`src/rtl/lfsr_prng_if.sv`:
```
// Control and observation bundle for lfsr_prng: seed/load/en in, state and wrap/period status out.
interface lfsr_prng_if #(
  parameter int unsigned WIDTH = 16
);
  logic [WIDTH-1:0] seed;
  logic             load;
  logic             en;
  logic [WIDTH-1:0] out;
  logic             seed_err;
  logic             wrap;
  logic [WIDTH-1:0] period;

  modport master (
    output seed, load, en,
    input  out, seed_err, wrap, period
  );

  modport slave (
    input  seed, load, en,
    output out, seed_err, wrap, period
  );
endinterface

```
`src/rtl/lfsr_prng.sv`:
```
// Parametrised Fibonacci LFSR with multi-step advance, guarded seed load and
// cycle-length measurement (wrap pulse + period of the last completed cycle).
module lfsr_prng #(
  parameter int unsigned      WIDTH     = 16,
  parameter logic [WIDTH-1:0] TAPS      = WIDTH'(16'hD008),
  parameter int unsigned      STEPS     = 1,
  parameter bit               XNOR      = 1'b1,
  parameter logic [WIDTH-1:0] RESET_VAL = WIDTH'(16'h0001)
) (
  input  logic     clk,
  input  logic     rst,
  lfsr_prng_if.slave bus
);

  localparam logic [WIDTH-1:0] LOCKUP = XNOR ? {WIDTH{1'b1}} : {WIDTH{1'b0}};

  logic [WIDTH-1:0] state;
  logic [WIDTH-1:0] start;
  logic [WIDTH-1:0] cnt;
  logic [WIDTH-1:0] period;
  logic             seed_err;
  logic             wrap;

  logic [WIDTH-1:0] nxt_c;
  logic [WIDTH-1:0] cnt_inc_c;

  function automatic logic [WIDTH-1:0] step1(input logic [WIDTH-1:0] s);
    logic fb;
    fb = (^(s & TAPS)) ^ XNOR;
    return {s[WIDTH-2:0], fb};
  endfunction

  // STEPS single shifts chained combinationally
  always_comb begin
    nxt_c = state;
    for (int unsigned i = 0; i < STEPS; i++) begin
      nxt_c = step1(nxt_c);
    end
  end

  // Saturating increment so an over-long cycle reports all ones
  always_comb begin
    cnt_inc_c = (cnt == {WIDTH{1'b1}}) ? cnt : cnt + WIDTH'(1);
  end

  always_ff @(posedge clk or posedge rst) begin
    if (rst) begin
      state    <= RESET_VAL;
      start    <= RESET_VAL;
      cnt      <= '0;
      period   <= '0;
      seed_err <= 1'b0;
      wrap     <= 1'b0;
    end else begin
      seed_err <= 1'b0;
      wrap     <= 1'b0;
      if (bus.load) begin
        cnt <= '0;
        // Lock-up seed would freeze the register; fall back to RESET_VAL
        if (bus.seed == LOCKUP) begin
          state    <= RESET_VAL;
          start    <= RESET_VAL;
          seed_err <= 1'b1;
        end else begin
          state <= bus.seed;
          start <= bus.seed;
        end
      end else if (bus.en) begin
        state <= nxt_c;
        if (nxt_c == start) begin
          wrap   <= 1'b1;
          period <= cnt_inc_c;
          cnt    <= '0;
        end else begin
          cnt <= cnt_inc_c;
        end
      end
    end
  end

  assign bus.out      = state;
  assign bus.seed_err = seed_err;
  assign bus.wrap     = wrap;
  assign bus.period   = period;

endmodule

```
`src/flat_wrapper.sv`:
```
// flat-port wrapper written by rule: the top's interface ports become plain ports
module lfsr_prng_flat 
#(
  parameter int unsigned      WIDTH     = 16,
  parameter logic [WIDTH-1:0] TAPS      = WIDTH'(16'hD008),
  parameter int unsigned      STEPS     = 1,
  parameter bit               XNOR      = 1'b1,
  parameter logic [WIDTH-1:0] RESET_VAL = WIDTH'(16'h0001)
)
  (clk, rst, bus_seed, bus_load, bus_en, bus_out, bus_seed_err, bus_wrap, bus_period);
  lfsr_prng_if #(.WIDTH(WIDTH)) bus_i ();
  input  logic clk;
  input  logic rst;
  input wire logic [$bits(bus_i.seed)-1:0] bus_seed;
  input wire logic [$bits(bus_i.load)-1:0] bus_load;
  input wire logic [$bits(bus_i.en)-1:0] bus_en;
  output wire logic [$bits(bus_i.out)-1:0] bus_out;
  output wire logic [$bits(bus_i.seed_err)-1:0] bus_seed_err;
  output wire logic [$bits(bus_i.wrap)-1:0] bus_wrap;
  output wire logic [$bits(bus_i.period)-1:0] bus_period;
  assign bus_i.seed = bus_seed;
  assign bus_i.load = bus_load;
  assign bus_i.en = bus_en;
  assign bus_out = bus_i.out;
  assign bus_seed_err = bus_i.seed_err;
  assign bus_wrap = bus_i.wrap;
  assign bus_period = bus_i.period;
  lfsr_prng #(.WIDTH(WIDTH), .TAPS(TAPS), .STEPS(STEPS), .XNOR(XNOR), .RESET_VAL(RESET_VAL)) u_core (.clk(clk), .rst(rst), .bus(bus_i));
endmodule
```
`config.mk`:
```
export PLATFORM = sky130hd
export DESIGN_NAME = lfsr_prng_flat
export DESIGN_NICKNAME = d
export VERILOG_FILES = /design/src/rtl/lfsr_prng_if.sv /design/src/rtl/lfsr_prng.sv /design/src/flat_wrapper.sv
export SDC_FILE = /design/constraint.sdc
export NUM_CORES = 1
export LEC_CHECK = 0
export CORE_MARGIN = 1
export CORE_UTILIZATION = 28
export CTS_CLUSTER_DIAMETER = 60
export DETAILED_ROUTE_END_ITERATION = 7
export SYNTH_ARGS = -nofsm -noshare
export SYNTH_HDL_FRONTEND = slang
export SYNTH_SLANG_ARGS = --single-unit
```
`constraint.sdc`:
```
create_clock -name clk -period 4.4 [get_ports clk]
set_input_delay 0.44 -clock clk [delete_from_list [all_inputs] [get_ports clk]]
set_output_delay 0.44 -clock clk [all_outputs]
set_load 0.05 [all_outputs]
```
==> results of run 1 <==
[Yosys cell counts (all sizes together) (2+ instances only)]
library cell	number
buf	6
o21ai	39
xor2	14
or2	2
nor2	19
mux2i	16
a21oi	6
and4	2
mux2	16
a21o	4
nand3b	3
a22o	4
nor4	3
nand4	14
clkbuf	12
a221o	4
inv	21
and2	4
dfstp	2
dfrtp	64
nand2	16
and3	6
xnor2	18
nand3	25
[metal layers]
metal  up-vias  share of wire (%)  GRT usage [%]
li1       1242                  -              -
met1      1255                 50           17.7
met2        64                 45           20.0
met3        10                4.4           3.64
met4         0                1.2           4.53
met5         -                  0              0
[power groups by stage]
| stage | logic [mW] | registers (mW) | clock network [mW] |
|---|---|---|---|
| after global routing | 0.269 | 0.680 | 0.703 |
| after detailed placement | 0.249 | 0.686 | 0 |
| after global placement | 0.249 | 0.686 | 0 |
| after CTS | 0.251 | 0.676 | 0.672 |
| final | 0.248 | 0.676 | 0.656 |
| after floorplan | 0.115 | 0.733 | 0 |
[worst paths after layout]
check	from	end	slack, ns
setup / recovery	u_core.bus.out[0]	u_core.cnt[9]	1.64
hold / removal	u_core.bus.period[9]	u_core.bus.period[9]	0.50
setup reg to reg	u_core.bus.out[0]	u_core.cnt[9]	1.64
hold reg to reg	u_core.bus.period[9]	u_core.bus.period[9]	0.50
max in group asynchronous	rst	u_core.bus.out[0]	2.82
min in group asynchronous	rst	u_core.start[7]	0.67
[metrics by stage]
step	power, mW	cells	instance area (um^2)
global placement	0.935	512	4070
floorplan	0.848	327	3430
global route	1.65	528	4340
finish	1.58	528	4340
detailed placement	0.936	512	4070
CTS	1.60	528	4340
[flip-flops by register name, summed over array words and instances, names as in the netlist]
register             flops
u_core.bus.out          16
u_core.bus.period       16
u_core.cnt              16
u_core.start            16
u_core.bus.seed_err      1
u_core.bus.wrap          1
[final cells by class]
| class | count | share of cell area (%) |
|---|---|---|
| multi-input cells | 222 | 36.8 |
| flip-flops and latches | 66 | 38.1 |
| clock buffers | 11 | 5.60 |
| repair buffers | 56 | 12.7 |
| clock inverters | 5 | 0.692 |
| inverters | 21 | 1.82 |
| well taps | 147 | 4.24 |
[cells by family after synthesis]
family / Yosys count / synth area share [%]
XOR/XNOR: 32 / 8.83
multiplexers: 32 / 10.9
flip-flops: 66 / 48.2
adder cells (fa/ha/maj): 1 / 0.365
AND/OR/NAND/NOR: 96 / 15.7
buffers and inverters: 39 / 5.29
AO/OA/AOI/OAI: 61 / 10.7
==> impl_metrics.csv, run 1 <==
group,metric,value,unit
status,outcome,"completed",
power,internal-power,1.13,mW
logic_synthesis,ys_top_cells_by_area,"dfrtp_1, o21ai_0, mux2i_1, xnor2_1, mux2_4",
die,ioPinCount,54,
die,core-area,12000,um^2
drt,wirelength,7610,um
power,p_comb_share,15.7,%
timing,hold_ws,0.504,ns
min_path,hold_depth,1,
job,drv_cap,0,
final_layout,syn2layout_area_growth,26.4,%
timing,worst_pin_slew,1.01,ns
logic_synthesis,synth_flop_cell,"dfrtp_1",
critical_path,critPathBufInv,0,
global_routing,grt_max_degree,52,
timing,post-route-period-util,62.7,%
final_layout,fin_util,36.3,%
power,power_switching,0.450,mW
die,initial_core_util,28.7,%
drt,num_vias,2571,
placed_design,port_buffers,53,
critical_path,crit_cells,6,
final_layout,diodes,0,
logic_synthesis,netlist_instances,327,
final_layout,layout_commonest_cell,"dfrtp_1",
final_layout,nFillCells,1175,
final_layout,multiInputGateArea,1600,um^2
timing,setup-violations-final,0,
timing,slew_headroom,32.4,%
final_layout,seqCellArea,1650,um^2
logic_synthesis,synth_area_leader_cell,"dfrtp_1",
clock_tree,ctsHoldBuffers,0,
clock_tree,clkSinkCount,66,
critical_path,cp.required,4.61,ns
final_layout,layout.nets,397,
clock_tree,cts_setup_buffers,0,
clock_tree,cts_root_buf,"clkbuf_16",
clock_tree,cts_resized,0,
clock_tree,cts_buffers,9,
critical_path,path_max_fanout,26,
logic_synthesis,synth.distinct_cells,42,
final_layout,final_cell_mix,"dfrtp_1, clkdlybuf4s50_1, o21ai_0, nand3_1, inv_1",
clock_tree,worstSkewPairLatency,0.33,ns
logic_synthesis,synth_area,3430,um^2
logic_synthesis,ys_ff_latch,66,
global_routing,grtUsageTotal,13.0,%
critical_path,worstPathCellList,"xnor2_1 > nand4_1 > nor4_1 > a41oi_2 > and3_1 > a221o_1",
final_layout,drive_gt1_share,12.1,%
global_routing,grt_pass1_wl,12900,um
clock_tree,path_clk_slew,0.05,ns
critical_path,crit_path_top_delay_cell,"a41oi_2",
timing,finalSetupTns,0,ns
die,std_cell_rows,40,
logic_synthesis,yosysWarnings,0,
global_routing,antenna_found_initial,0,
placed_design,hpwl,5290,um
critical_path,cp.arrival,2.97,ns
die,die_x,113,um
timing,grt_setup_unrepaired,"no",
min_path,hp-class,"register to register",
power,power_density,364,nW/um^2
global_routing,overflow,0,
logic_synthesis,synth_edf_count,0,
critical_path,cp-end-kind,"register",
power,clkPwrFrac,41.5,%
power,vdd_ir_drop_max,0.163,mV
critical_path,start_kind,"register",
drt,detail_route.vias_per_cell,4.87,
placed_design,gp_congestion,0.796,
logic_synthesis,synth_top_area_share,46.7,%
timing,final-hold-violation-count,0,
critical_path,critPathTopFamily,"simple AND/OR/NAND/NOR gates",
drt,ant_nets,0,
die,die-area,12700,um^2
power,power.leakage,1.97,nW
drt,drtPass1Iterations,4,
clock_tree,cts_tree,"done",
critical_path,reg2regPathDepth,6,
logic_synthesis,seq_area_frac_synth,48.2,%
timing,setup_ws,1.64,ns
global_routing,grt_pass1_vias,2518,
clock_tree,clk_path_buf_depth,2,
timing,fmax,362,MHz
drt,first_iter_violations,92,
drt,wl_per_cell,14.4,um
critical_path,path_class,"register to register",
placed_design,dp_slack,1.56,ns
critical_path,cpPeakStageDelay,0.65,ns
die,fp.dieH,113,um
logic_synthesis,postSynthAreaPerCell,10.5,um^2
timing,post-route-min-period,2.76,ns
power,p_sw_share,28.5,%
power,pwr-share-seq,42.8,%
logic_synthesis,syn_nets,348,
timing,drv_slew,0,
logic_synthesis,ys_async_sr_fraction,100,%
clock_tree,htree_num_levels,3,
timing,finClkSkew,0.00691,ns
drt,drc_errors,0,
Note: power is estimated with default switching activity, not from simulation.
==> run 2, diff against run 1 <==
==> constraint.sdc (replaced) <==
create_clock -name clk -period 2.53 [get_ports clk]
set_input_delay 0.253 -clock clk [delete_from_list [all_inputs] [get_ports clk]]
set_output_delay 0.253 -clock clk [all_outputs]
set_load 0.05 [all_outputs]
==> impl_metrics.csv, run 2 (same netlist as run 1, synthesis figures left out) <==
group,metric,value,unit
timing,slew_headroom,37.3,%
final_layout,layout.nets,400,
final_layout,nFillCells,1195,
drt,num_vias,2529,
die,fp.dieH,113,um
timing,finalSetupTns,0,ns
drt,first_iter_violations,102,
timing,setup_ws,0.239,ns
clock_tree,cts_resized,0,
timing,worst_pin_slew,0.938,ns
final_layout,syn2layout_area_growth,28.8,%
clock_tree,clk_path_buf_depth,2,
die,std_cell_rows,40,
job,drv_cap,0,
global_routing,overflow,0,
power,pwr-share-seq,39.9,%
global_routing,grt_max_degree,67,
power,power_switching,0.770,mW
drt,drc_errors,0,
final_layout,final_cell_mix,"dfrtp_1, clkdlybuf4s50_1, o21ai_0, nand3_1, inv_1",
placed_design,port_buffers,53,
power,p_comb_share,15.0,%
clock_tree,clkSinkCount,66,
timing,drv_slew,0,
power,internal-power,2.17,mW
placed_design,gp_congestion,0.767,
die,die-area,12700,um^2
global_routing,antenna_found_initial,0,
timing,post-route-period-util,90.5,%
timing,setup-violations-final,0,
timing,hold_ws,0.319,ns
final_layout,diodes,0,
die,die_x,113,um
placed_design,dp_slack,0.221,ns
timing,post-route-min-period,2.29,ns
placed_design,hpwl,5580,um
clock_tree,cts_tree,"done",
drt,wl_per_cell,14.7,um
die,core-area,12000,um^2
power,clkPwrFrac,45.0,%
status,outcome,"completed",
clock_tree,cts_buffers,9,
critical_path,cp.arrival,2.51,ns
drt,wirelength,7830,um
power,p_total,2.94,mW
final_layout,drive_gt1_share,12.8,%
power,power_density,665,nW/um^2
power,vdd_ir_drop_max,0.331,mV
global_routing,grt_pass1_vias,2623,
timing,fmax,437,MHz
drt,detail_route.vias_per_cell,4.76,
timing,grt_setup_unrepaired,"no",
power,power.leakage,2.02,nW
die,initial_core_util,28.7,%
critical_path,start_kind,"register",
clock_tree,ctsHoldBuffers,0,
critical_path,cp-end-kind,"register",
clock_tree,htree_num_levels,3,
clock_tree,cts_setup_buffers,0,
critical_path,rrSetupSlack,0.24,ns
clock_tree,worstSkewPairLatency,0.33,ns
global_routing,grt_pass1_wl,13400,um
drt,drtPass1Iterations,4,
power,p_sw_share,26.2,%
critical_path,cp.required,2.75,ns
drt,ant_nets,0,
critical_path,path_max_fanout,17,
clock_tree,path_clk_slew,0.06,ns
clock_tree,cts_root_buf,"clkbuf_16",
global_routing,grtUsageTotal,13.8,%
die,ioPinCount,54,
timing,final-hold-violation-count,0,
min_path,hp-class,"input pin to asynchronous set/reset pin",
final_layout,layout_commonest_cell,"dfrtp_1",
critical_path,reg2regPathDepth,7,
timing,finClkSkew,0.00763,ns
critical_path,path_class,"register to register",
==> run 2: changes by cell type in the layout (fill, tap and decap cells not counted), sizes merged <==
cell	previous run	this run
buf	3	6
bufinv	0	2
clkinv	3	2
clkinvlp	2	1
==> run 2: critical path: stages (launching register included) <==
cell     delay (ns)
dfstp_2        0.58
xnor2_1        0.16
nand4_1        0.11
nor4_1         0.20
buf_4          0.19
nand4_4        0.16
nor2_8         0.40
mux2_2         0.38
==> run 2: cell type report <==
type,count,area [um^2],area share [%]
Inverter,21,78.8,1.78
Sequential cell,66,1650,37.4
Clock buffer,11,243,5.49
Timing Repair Buffer,59,588,13.3
Tap cell,147,184,4.16
Multi-Input combinational cell,222,1600,36.1
Clock inverter,5,77.6,1.75
==> run 2: final timing paths <==
check | to | startpoint
min reg2reg | u_core.bus.period[9] | u_core.bus.period[9]
max in group asynchronous | u_core.start[0] | rst
min | u_core.bus.period[8] | rst
min in group clk | u_core.bus.period[9] | u_core.bus.period[9]
max | u_core.bus.period[9] | u_core.bus.out[0]
max reg2reg | u_core.bus.period[9] | u_core.bus.out[0]
==> run 2: metal layers <==
layer,GRT usage (%),vias up,share of wire (%)
met2,21.5,60,46
met4,4.53,0,1.3
met3,5.36,9,6.1
met5,0,-,0
met1,17.4,1214,46
li1,-,1246,-
==> run 2: power groups by stage <==
stage	clock network (mW)	registers, mW	logic (mW)
5_1_grt	1.42	1.18	0.481
6_report	1.32	1.17	0.441
3_3_place_gp	0	1.19	0.444
2_1_floorplan	0	1.28	0.200
4_1_cts	1.36	1.18	0.449
3_5_place_dp	0	1.19	0.446
==> run 2: metrics by stage <==
stage / instances / area (um^2) / utilization (%)
6_report: 531 / 4420 / 37.0
4_1_cts: 531 / 4420 / 37.0
3_3_place_gp: 515 / 4100 / 34.3
5_1_grt: 531 / 4420 / 37.0
2_1_floorplan: 327 / 3430 / -
3_5_place_dp: 515 / 4100 / 34.3
